$ cat config.mk
export PLATFORM = sky130hd
export DESIGN_NAME = rvfi_commit_serializer
export DESIGN_NICKNAME = d
export VERILOG_FILES = /design/src/rtl/rvfi_pkg.sv /design/src/rtl/rvfi_serial_compact.sv /design/src/rtl/rvfi_commit_serializer.sv
export SDC_FILE = /design/constraint.sdc
export NUM_CORES = 2
export LEC_CHECK = 0
export CORE_MARGIN = 3
export CORE_UTILIZATION = 45
export CTS_CLUSTER_DIAMETER = 30
export DETAILED_ROUTE_END_ITERATION = 12
export GPL_TIMING_DRIVEN = 0
export HOLD_SLACK_MARGIN = 0.05
export MAX_ROUTING_LAYER = met4
export SYNTH_ARGS = -nofsm -noshare
export SYNTH_HDL_FRONTEND = slang
export SYNTH_HIERARCHICAL = 1
export SYNTH_SLANG_ARGS = --single-unit
$ cat constraint.sdc
create_clock -name clk_i -period 30.3 [get_ports clk_i]
set_input_delay 6.06 -clock clk_i [delete_from_list [all_inputs] [get_ports clk_i]]
set_output_delay 6.06 -clock clk_i [all_outputs]
set_load 0.02 [all_outputs]
$ cat src/rtl/rvfi_pkg.sv
// RVFI trace types shared by the core-side commit ports and the commit serializer.
package rvfi_pkg;

    localparam int RVFI_SERIAL_DROP_W = 32;

    typedef struct packed {
        logic        valid;
        logic        trap;
        logic        halt;
        logic        intr;
        logic [31:0] insn;
        logic [31:0] pc_rdata;
        logic [31:0] pc_wdata;
        logic [4:0]  rd_addr;
        logic [31:0] rd_wdata;
    } rvfi_instr_t;

    typedef struct packed {
        rvfi_instr_t instr;
        logic [63:0] order;
        logic [31:0] cycle;
    } rvfi_serial_entry_t;

    // A trap-only retirement still has to reach the trace consumers.
    function automatic logic is_eligible(input rvfi_instr_t instr);
        return instr.valid || instr.trap;
    endfunction

endpackage

$ cat src/rtl/rvfi_serial_compact.sv
// Compacts the eligible commit ports: count of eligible ports and, per slot k,
// the index of the k-th eligible port in ascending port order.
module rvfi_serial_compact #(
    parameter int NR = 2,
    localparam int NW = $clog2(NR + 1),
    localparam int IW = (NR > 1) ? $clog2(NR) : 1
) (
    input  logic [NR-1:0]         mask,
    output logic [NW-1:0]         n,
    output logic [NR-1:0][IW-1:0] idx
);

    always_comb begin
        n   = '0;
        idx = '0;
        for (int i = 0; i < NR; i++) begin
            if (mask[i]) begin
                for (int k = 0; k < NR; k++) begin
                    if (k == int'(n)) begin
                        idx[k] = IW'(i);
                    end
                end
                n = n + NW'(1);
            end
        end
    end

endmodule

$ cat src/rtl/rvfi_commit_serializer.sv
// Buffers up to NR_COMMIT_PORTS RVFI retirements per cycle and replays them one per handshake.
// Optional enqueue cycle stamping is enabled by defining RVFI_SERIAL_CYCLE_EN.
module rvfi_commit_serializer
    import rvfi_pkg::*;
#(
    parameter int NR_COMMIT_PORTS = 2,
    parameter int DEPTH           = 8
) (
    input  logic                                clk_i,
    input  logic                                rst_i,
    input  rvfi_instr_t [NR_COMMIT_PORTS-1:0]   rvfi_i,
    output logic                                valid_o,
    input  logic                                ready_i,
    output rvfi_instr_t                         rvfi_o,
    output logic [63:0]                         order_o,
    output logic [31:0]                         cycle_o,
    output logic [$clog2(DEPTH):0]              count_o,
    output logic                                overflow_o,
    output logic [RVFI_SERIAL_DROP_W-1:0]       drop_cnt_o
);

    localparam int PW = $clog2(DEPTH);
    localparam int CW = PW + 1;
    localparam int NW = $clog2(NR_COMMIT_PORTS + 1);
    localparam int IW = (NR_COMMIT_PORTS > 1) ? $clog2(NR_COMMIT_PORTS) : 1;

    if (DEPTH < 2 || DEPTH < NR_COMMIT_PORTS || (DEPTH & (DEPTH - 1)) != 0) begin : g_bad_depth
        $error("rvfi_commit_serializer: DEPTH must be a power of 2 and >= NR_COMMIT_PORTS");
    end

    logic [NR_COMMIT_PORTS-1:0]          eligible;
    logic [NW-1:0]                       n;
    logic [NR_COMMIT_PORTS-1:0][IW-1:0]  idx;

    rvfi_serial_entry_t                  mem [DEPTH];
    rvfi_serial_entry_t                  last;
    rvfi_serial_entry_t                  head_entry;
    logic [PW-1:0]                       head;
    logic [PW-1:0]                       tail;
    logic [CW-1:0]                       count;
    logic [63:0]                         order_cnt;
    logic                                overflow;
    logic [RVFI_SERIAL_DROP_W-1:0]       drop_cnt;
    logic [RVFI_SERIAL_DROP_W:0]         drop_sum;
    logic [31:0]                         stamp;
    logic [31:0]                         free;
    logic [CW-1:0]                       add_n;
    logic                                pop;
    logic                                accept;

    always_comb begin
        eligible = '0;
        for (int i = 0; i < NR_COMMIT_PORTS; i++) begin
            eligible[i] = is_eligible(rvfi_i[i]);
        end
    end

    rvfi_serial_compact #(
        .NR (NR_COMMIT_PORTS)
    ) u_compact (
        .mask (eligible),
        .n    (n),
        .idx  (idx)
    );

    // Handshake: valid_o means the head entry is stable on rvfi_o/order_o/cycle_o;
    // it leaves the FIFO at the rising edge where valid_o && ready_i, and valid_o never
    // depends on ready_i. ready_i does feed the accept decision so a full FIFO can
    // take new retirements in the same cycle it is drained.
    assign valid_o = (count != '0);
    assign pop     = valid_o && ready_i;
    assign free    = 32'(DEPTH) - 32'(count) + 32'(pop);
    assign accept  = (32'(n) <= free);
    assign add_n   = accept ? CW'(n) : '0;
    assign drop_sum = {1'b0, drop_cnt} + (RVFI_SERIAL_DROP_W + 1)'(n);

`ifdef RVFI_SERIAL_CYCLE_EN
    logic [31:0] cycle_cnt;

    always_ff @(posedge clk_i) begin
        if (rst_i) begin
            cycle_cnt <= '0;
        end else begin
            cycle_cnt <= cycle_cnt + 32'd1;
        end
    end

    assign stamp = cycle_cnt;
`else
    assign stamp = '0;
`endif

    always_ff @(posedge clk_i) begin
        if (!rst_i && accept) begin
            for (int k = 0; k < NR_COMMIT_PORTS; k++) begin
                if (k < int'(n)) begin
                    mem[tail + PW'(k)] <= '{instr: rvfi_i[idx[k]],
                                            order: order_cnt + 64'(k),
                                            cycle: stamp};
                end
            end
        end
    end

    always_ff @(posedge clk_i) begin
        if (rst_i) begin
            head      <= '0;
            tail      <= '0;
            count     <= '0;
            order_cnt <= '0;
            overflow  <= 1'b0;
            drop_cnt  <= '0;
            last      <= '0;
        end else begin
            if (pop) begin
                last <= mem[head];
                head <= head + PW'(1);
            end
            if (accept) begin
                tail <= tail + PW'(n);
            end else begin
                // Whole cycle is dropped; order still advances so the gap is visible downstream.
                overflow <= 1'b1;
                drop_cnt <= drop_sum[RVFI_SERIAL_DROP_W] ? '1 : drop_sum[RVFI_SERIAL_DROP_W-1:0];
            end
            count     <= count + add_n - CW'(pop);
            order_cnt <= order_cnt + 64'(n);
        end
    end

    // Once empty, the last consumed head stays on the outputs (zero after reset).
    assign head_entry = valid_o ? mem[head] : last;

    assign rvfi_o     = head_entry.instr;
    assign order_o    = head_entry.order;
    assign cycle_o    = head_entry.cycle;
    assign count_o    = count;
    assign overflow_o = overflow;
    assign drop_cnt_o = drop_cnt;

endmodule

======== Yosys cells after proc, flatten, opt, wreduce, memory -nomap -nowiden ========
Memory sizes are Yosys's and may differ from the RTL's. A register that Yosys moved wholly into a read port is not among the register bits.
Index checks and enable logic that the tools add are counted.
Widths: inputs -> output; s select.
storage, ports and cells
  flip-flop bits (word level) ............. 340
  latch bits .............................. 0
  memory bits (writable) .................. 1,608
  memory bits (read-only) ................. 0
  input port bits ......................... 277
  output and inout bits ................... 271
  logic and storage cells ................. 62
  memories ................................ 1
cells by class
  add/sub/neg operators ................... 11
  multiply operators ...................... 0
  divide/modulo/power cells ............... 0
  magnitude comparators ................... 5
  equal/unequal tests ..................... 1
  shifts and indexed selects .............. 0
  muxes and demuxes ....................... 20
  bitwise gates (word level) .............. 0
  reduce and logical (&&, ||, !) cells .... 7
memory list
  memory  words  width  read ports  clocked after Yosys merged registers in  write ports  line                          text
  mem     8      201    1           1                                        2            rvfi_commit_serializer.sv:35  rvfi_serial_entry_t mem [DEPTH];
operator list
  operator               number
  $mux 137               4
  $mux 233               1
  $add 64x1->64 const B  1
  $add 64x2->64          1
  $add 32x2->33          1
  $le 2x32->1            1
  $mux 32                1
  $mux 1                 9
  $add 3x1->3 const B    2
  $add 5x2->6            1
  $mux 2                 3
  $mux 3                 2
  $sub 4x4->5 const A    1
  $add 4x2->4            1
  $lt 1x2->1 const A     2
  $lt 1x2->1 const B     2
  $reduce_bool 4->1      1
  $sub 4x1->4            1
  $add 3x2->3            1
  $add 1x1->2 const B    1
  $logic_and 1x1->1      2
  $logic_not 2->1        1
  $logic_or 1x1->1       2
  $eq 1x1->1 const A     1
  $logic_not 1->1        1

======== Depth between registers and ports, before layout ========
  word-level depth ........................ 8
  gate-level depth with buffers ........... 23
  gate-level depth less buffers ........... 18

======== Modules after synthesis ========
Netlist, hierarchy kept.
by module, submodules not included
  module                  instances  cells each  area an instance (um2)  sequential area each (um2)
  rvfi_commit_serializer  1          7,003       96,304.9                54,512.3
  rvfi_serial_compact     1          5           40.0                    0.0

======== Worst setup path before layout ========
OpenSTA, ideal clock, no wires.
  path kind ............................... input port to flip-flop
  from .................................... in ready_i
  to ...................................... mem mem[1][0] (netlist name), enable pin
  setup time .............................. 1.057 ns
  arrival ................................. 23.000 ns
  required time ........................... 29.243 ns
  setup slack ............................. 6.243 ns
  cell stages on the path ................. 13
  path buffers ............................ 4
  path through ............................ and2_1 -> clkbuf_1 -> clkbuf_1 -> clkbuf_1 -> xnor2_1 -> ha_1 -> nor2b_1 -> o221a_2 -> o2111a_1 -> buf_6 -> a211oi_1 -> nand2_1 -> o31ai_1
RTL lines
  item             line                          text
  start, declared  rvfi_commit_serializer.sv:13  input logic ready_i,
  end, declared    rvfi_commit_serializer.sv:35

==> results.json <==
{
  "status": "finished, violations left",
  "violations": "capacitance limit, slew limit",
  "routed_via_density": 5.95,
  "yosys_warnings": 6,
  "preCtsSetupSlack_ns": 16.44,
  "wl_mm": 340,
  "synth_ff_type": "edfxtp_1",
  "hold_depth": 2,
  "slowest_stage": "clkbuf_2",
  "drt_iter0_markers": 7515,
  "grt_first_pass_wirelength_mm": 482,
  "setup_slack_ns": 17.42,
  "core_area_mm2": 0.213,
  "grt_use_total_pct": 31.3,
  "grt_pass1_vias": 68000,
  "p_leak_uw": 0.0499,
  "hp-class": "reg2reg",
  "cp.arrival_ns": 13.56,
  "clock-sinks": 1919,
  "layout-drive-gt1-share_pct": 18.7,
  "dr.pass1.iters": 7,
  "nFillCells": 17000,
  "reg2reg_to": "mem[6][147]",
  "die_w_um": 469,
  "skew_ns": 0.0599,
  "criticalPathCategory": "in2reg",
  "drt-met1-wl_mm": 138,
  "holdPathEnd": "last[80]",
  "slowest_delay_ns": 0.80,
  "route.met2.wl_mm": 153,
  "yosysUniqueCellTypes": 64,
  "hold_viol": 0,
  "hold_ws_ns": 0.496,
  "path_max_fanout": 14,
  "io_pins": 548,
  "h-tree-depth": 5,
  "drc_errors": 0,
  "clk_latency_ns": 0.99,
  "start_util_pct": 45.3,
  "max_cap_viol_count": 2,
  "critPathLaunchType": "input pin",
  "cts_hold_buf": 0,
  "cpMostUsedCell": "buf_16",
  "vdd_drop_max_v": 0.0000980,
  "netlist_instances": 7008,
  "gp_congestion": 0.935,
  "post_cts_resized": 0,
  "rsz0062_at_grt": "false",
  "powerDensity_mw_per_mm2": 105,
  "die-height_um": 469,
  "rows": 169,
  "relSlewSlack_pct": -2.78,
  "synth-edff-count": 1608,
  "grt-ovfl-total": 0,
  "crit_required_ns": 30.98,
  "tns_ns": 0,
  "grt_max_degree": 22,
  "post-route-period-util_pct": 42.5,
  "setup-violations-final": 0,
  "cts_root_buf": "clkbuf_16",
  "drv_slew": 11,
  "routed-wl-met3_mm": 32.5,
  "clockBufferDepth": 4,
  "cts_tree": "built",
  "max_freq_mhz": 77.7,
  "timing.rr.start": "count_o[3]",
  "post_cts.repair.setup_buffers": 0,
  "reg2reg_depth": 23,
  "tightest_slew_ns": 1.54,
  "critical_path.endpoint_type": "flip-flop",
  "num_vias": 67800,
  "min_period_ns": 12.88,
  "wl_per_cell_um": 29.9,
  "port-buffer-count": 514,
  "drtAntennaViolNets": 0,
  "synth_seq_area_share_pct": 56.6,
  "numCtsBuffers": 478,
  "dp_hpwl_mm": 232,
  "highest_layer": "met4",
  "syn_area_mm2": 0.0963,
  "synth_area_per_cell_um2": 13.7,
  "antenna_found_initial": 28,
  "clkTransAtPathRegs_ns": 0.05,
  "synth_seq_cells": 1919,
  "path_cells": "clkdlybuf4s50_1 -> and2_1 -> clkbuf_2 -> clkbuf_2 -> clkbuf_1 -> xnor2_1 -> ha_1 -> nand2_1 -> o221a_2 -> o2111ai_2 -> nand3_1 -> clkbuf_1 -> buf_2 -> clkbuf_1 -> o21ai_4 -> buf_12 -> buf_16 -> buf_16 -> buf_16 -> buf_16",
  "dieArea_mm2": 0.220,
  "area_growth_pct": 28.9,
  "nets": 8452,
  "hold_start": "last[80]",
  "async_flop_share_pct": 0,
  "rrSetupSlack_ns": 21.65
}
## worst max path at each step
stage,start,endpoint,slack [ns]
floorplan,ready_i,mem[1][0],6.24
global placement,ready_i,mem[0][151],-17.05
detailed placement,ready_i,mem[6][150],16.44
CTS,ready_i,mem[6][147],17.43
global route,ready_i,mem[6][147],17.26
finish,ready_i,mem[6][147],17.42
## power by group
group	internal [uW]	total (uW)	switching, uW
Sequential	3470	3610	135
Combinational	1600	4240	2640
Clock	3590	5150	1560
Total	8670	13000	4330
## logic make-up (layout without fill, tap and decap cells)
group                    count (synthesis)  count (layout)  share of synthesized area (%)
AND/OR/NAND/NOR                       1335            1335                           6.18
buffers and inverters                  621            2136                           2.83
AO/OA/AOI/OAI                          663             663                           4.05
other                                    1              51                        0.00389
flip-flops                            1919            1919                           56.6
multiplexers                          1975            1975                           25.7
XOR/XNOR                               469             469                           4.26
adder cells (fa/ha/maj)                 25              25                          0.356
## area by class of cell
class | instances | area, um^2 | share of cell area [%]
Inverter | 30 | 113 | 0.0907
Tap cell | 2821 | 3530 | 2.84
Multi-Input combinational cell | 4499 | 39300 | 31.7
Antenna cell | 19 | 47.5 | 0.0383
Clock inverter | 284 | 3370 | 2.72
Buffer | 591 | 2640 | 2.13
Timing Repair Buffer | 631 | 7640 | 6.16
Clock buffer | 600 | 13000 | 10.5
Sequential cell | 1919 | 54500 | 43.9
## metal layers
layer  track usage [%]  vias to the layer above
li1                  -                    29000
met1              41.2                    34400
met2              46.3                     3588
met3              7.05                      723
met4              14.8                        0
met5                 -                        -
## cell usage in the layout (no fill, tap or decap), types with 205 or more instances in the layout
cell and count:
a21oi_1 224, clkbuf_1 348, clkbuf_16 484, clkdlybuf4s50_1 514, dfxtp_1 311, edfxtp_1 1608, mux2i_1 1573, mux4_2 402
nand2_1 304, nor2_1 697, o21ai_0 205, xnor2_1 245, xor2_1 224
## sequential cells by signal, summed over array words and instances (netlist names), named ones only
name        cells
order_cnt      64
drop_cnt_o     32
overflow_o      1
tail            3
last          201
head            3
mem          1608
count_o         4
## worst max-delay path, delay by kind of cell
| kind | cells | cell delay, ns |
|---|---|---|
| AOI/OAI and AO/OA | 3 | 0.79 |
| xor gates and xnor gates | 1 | 0.22 |
| adders and majority gates | 1 | 0.26 |
| buffers and inverters | 12 | 5.64 |
| and+or+nand+nor | 3 | 0.44 |
## through the flow
| step | utilization, % | instance area [um^2] | instances | total power (uW) |
|---|---|---|---|---|
| detailed placement | 50.7 | 108000 | 10500 | 7860 |
| global route | 58.4 | 124000 | 11400 | 13400 |
| global placement | 49.5 | 105000 | 10400 | 8290 |
| CTS | 58.4 | 124000 | 11400 | 13000 |
| finish | 58.4 | 124000 | 11400 | 13000 |
| floorplan | - | 96500 | 7039 | 6140 |
## synth_stat cells, types with 204 or more instances
cell type	number	share of area [%]
nand2_1	304	1.2
xor2_1	224	2.0
xnor2_1	245	2.2
edfxtp_1	1608	50
o21ai_0	211	1.1
a211oi_1	204	1.6
clkbuf_1	296	1.2
nor2_1	697	2.7
dfxtp_1	311	6.5
a21oi_1	224	1.2
mux4_2	402	9.4
mux2i_1	1573	16
No activity file was read; power rests on OpenSTA's default activity.
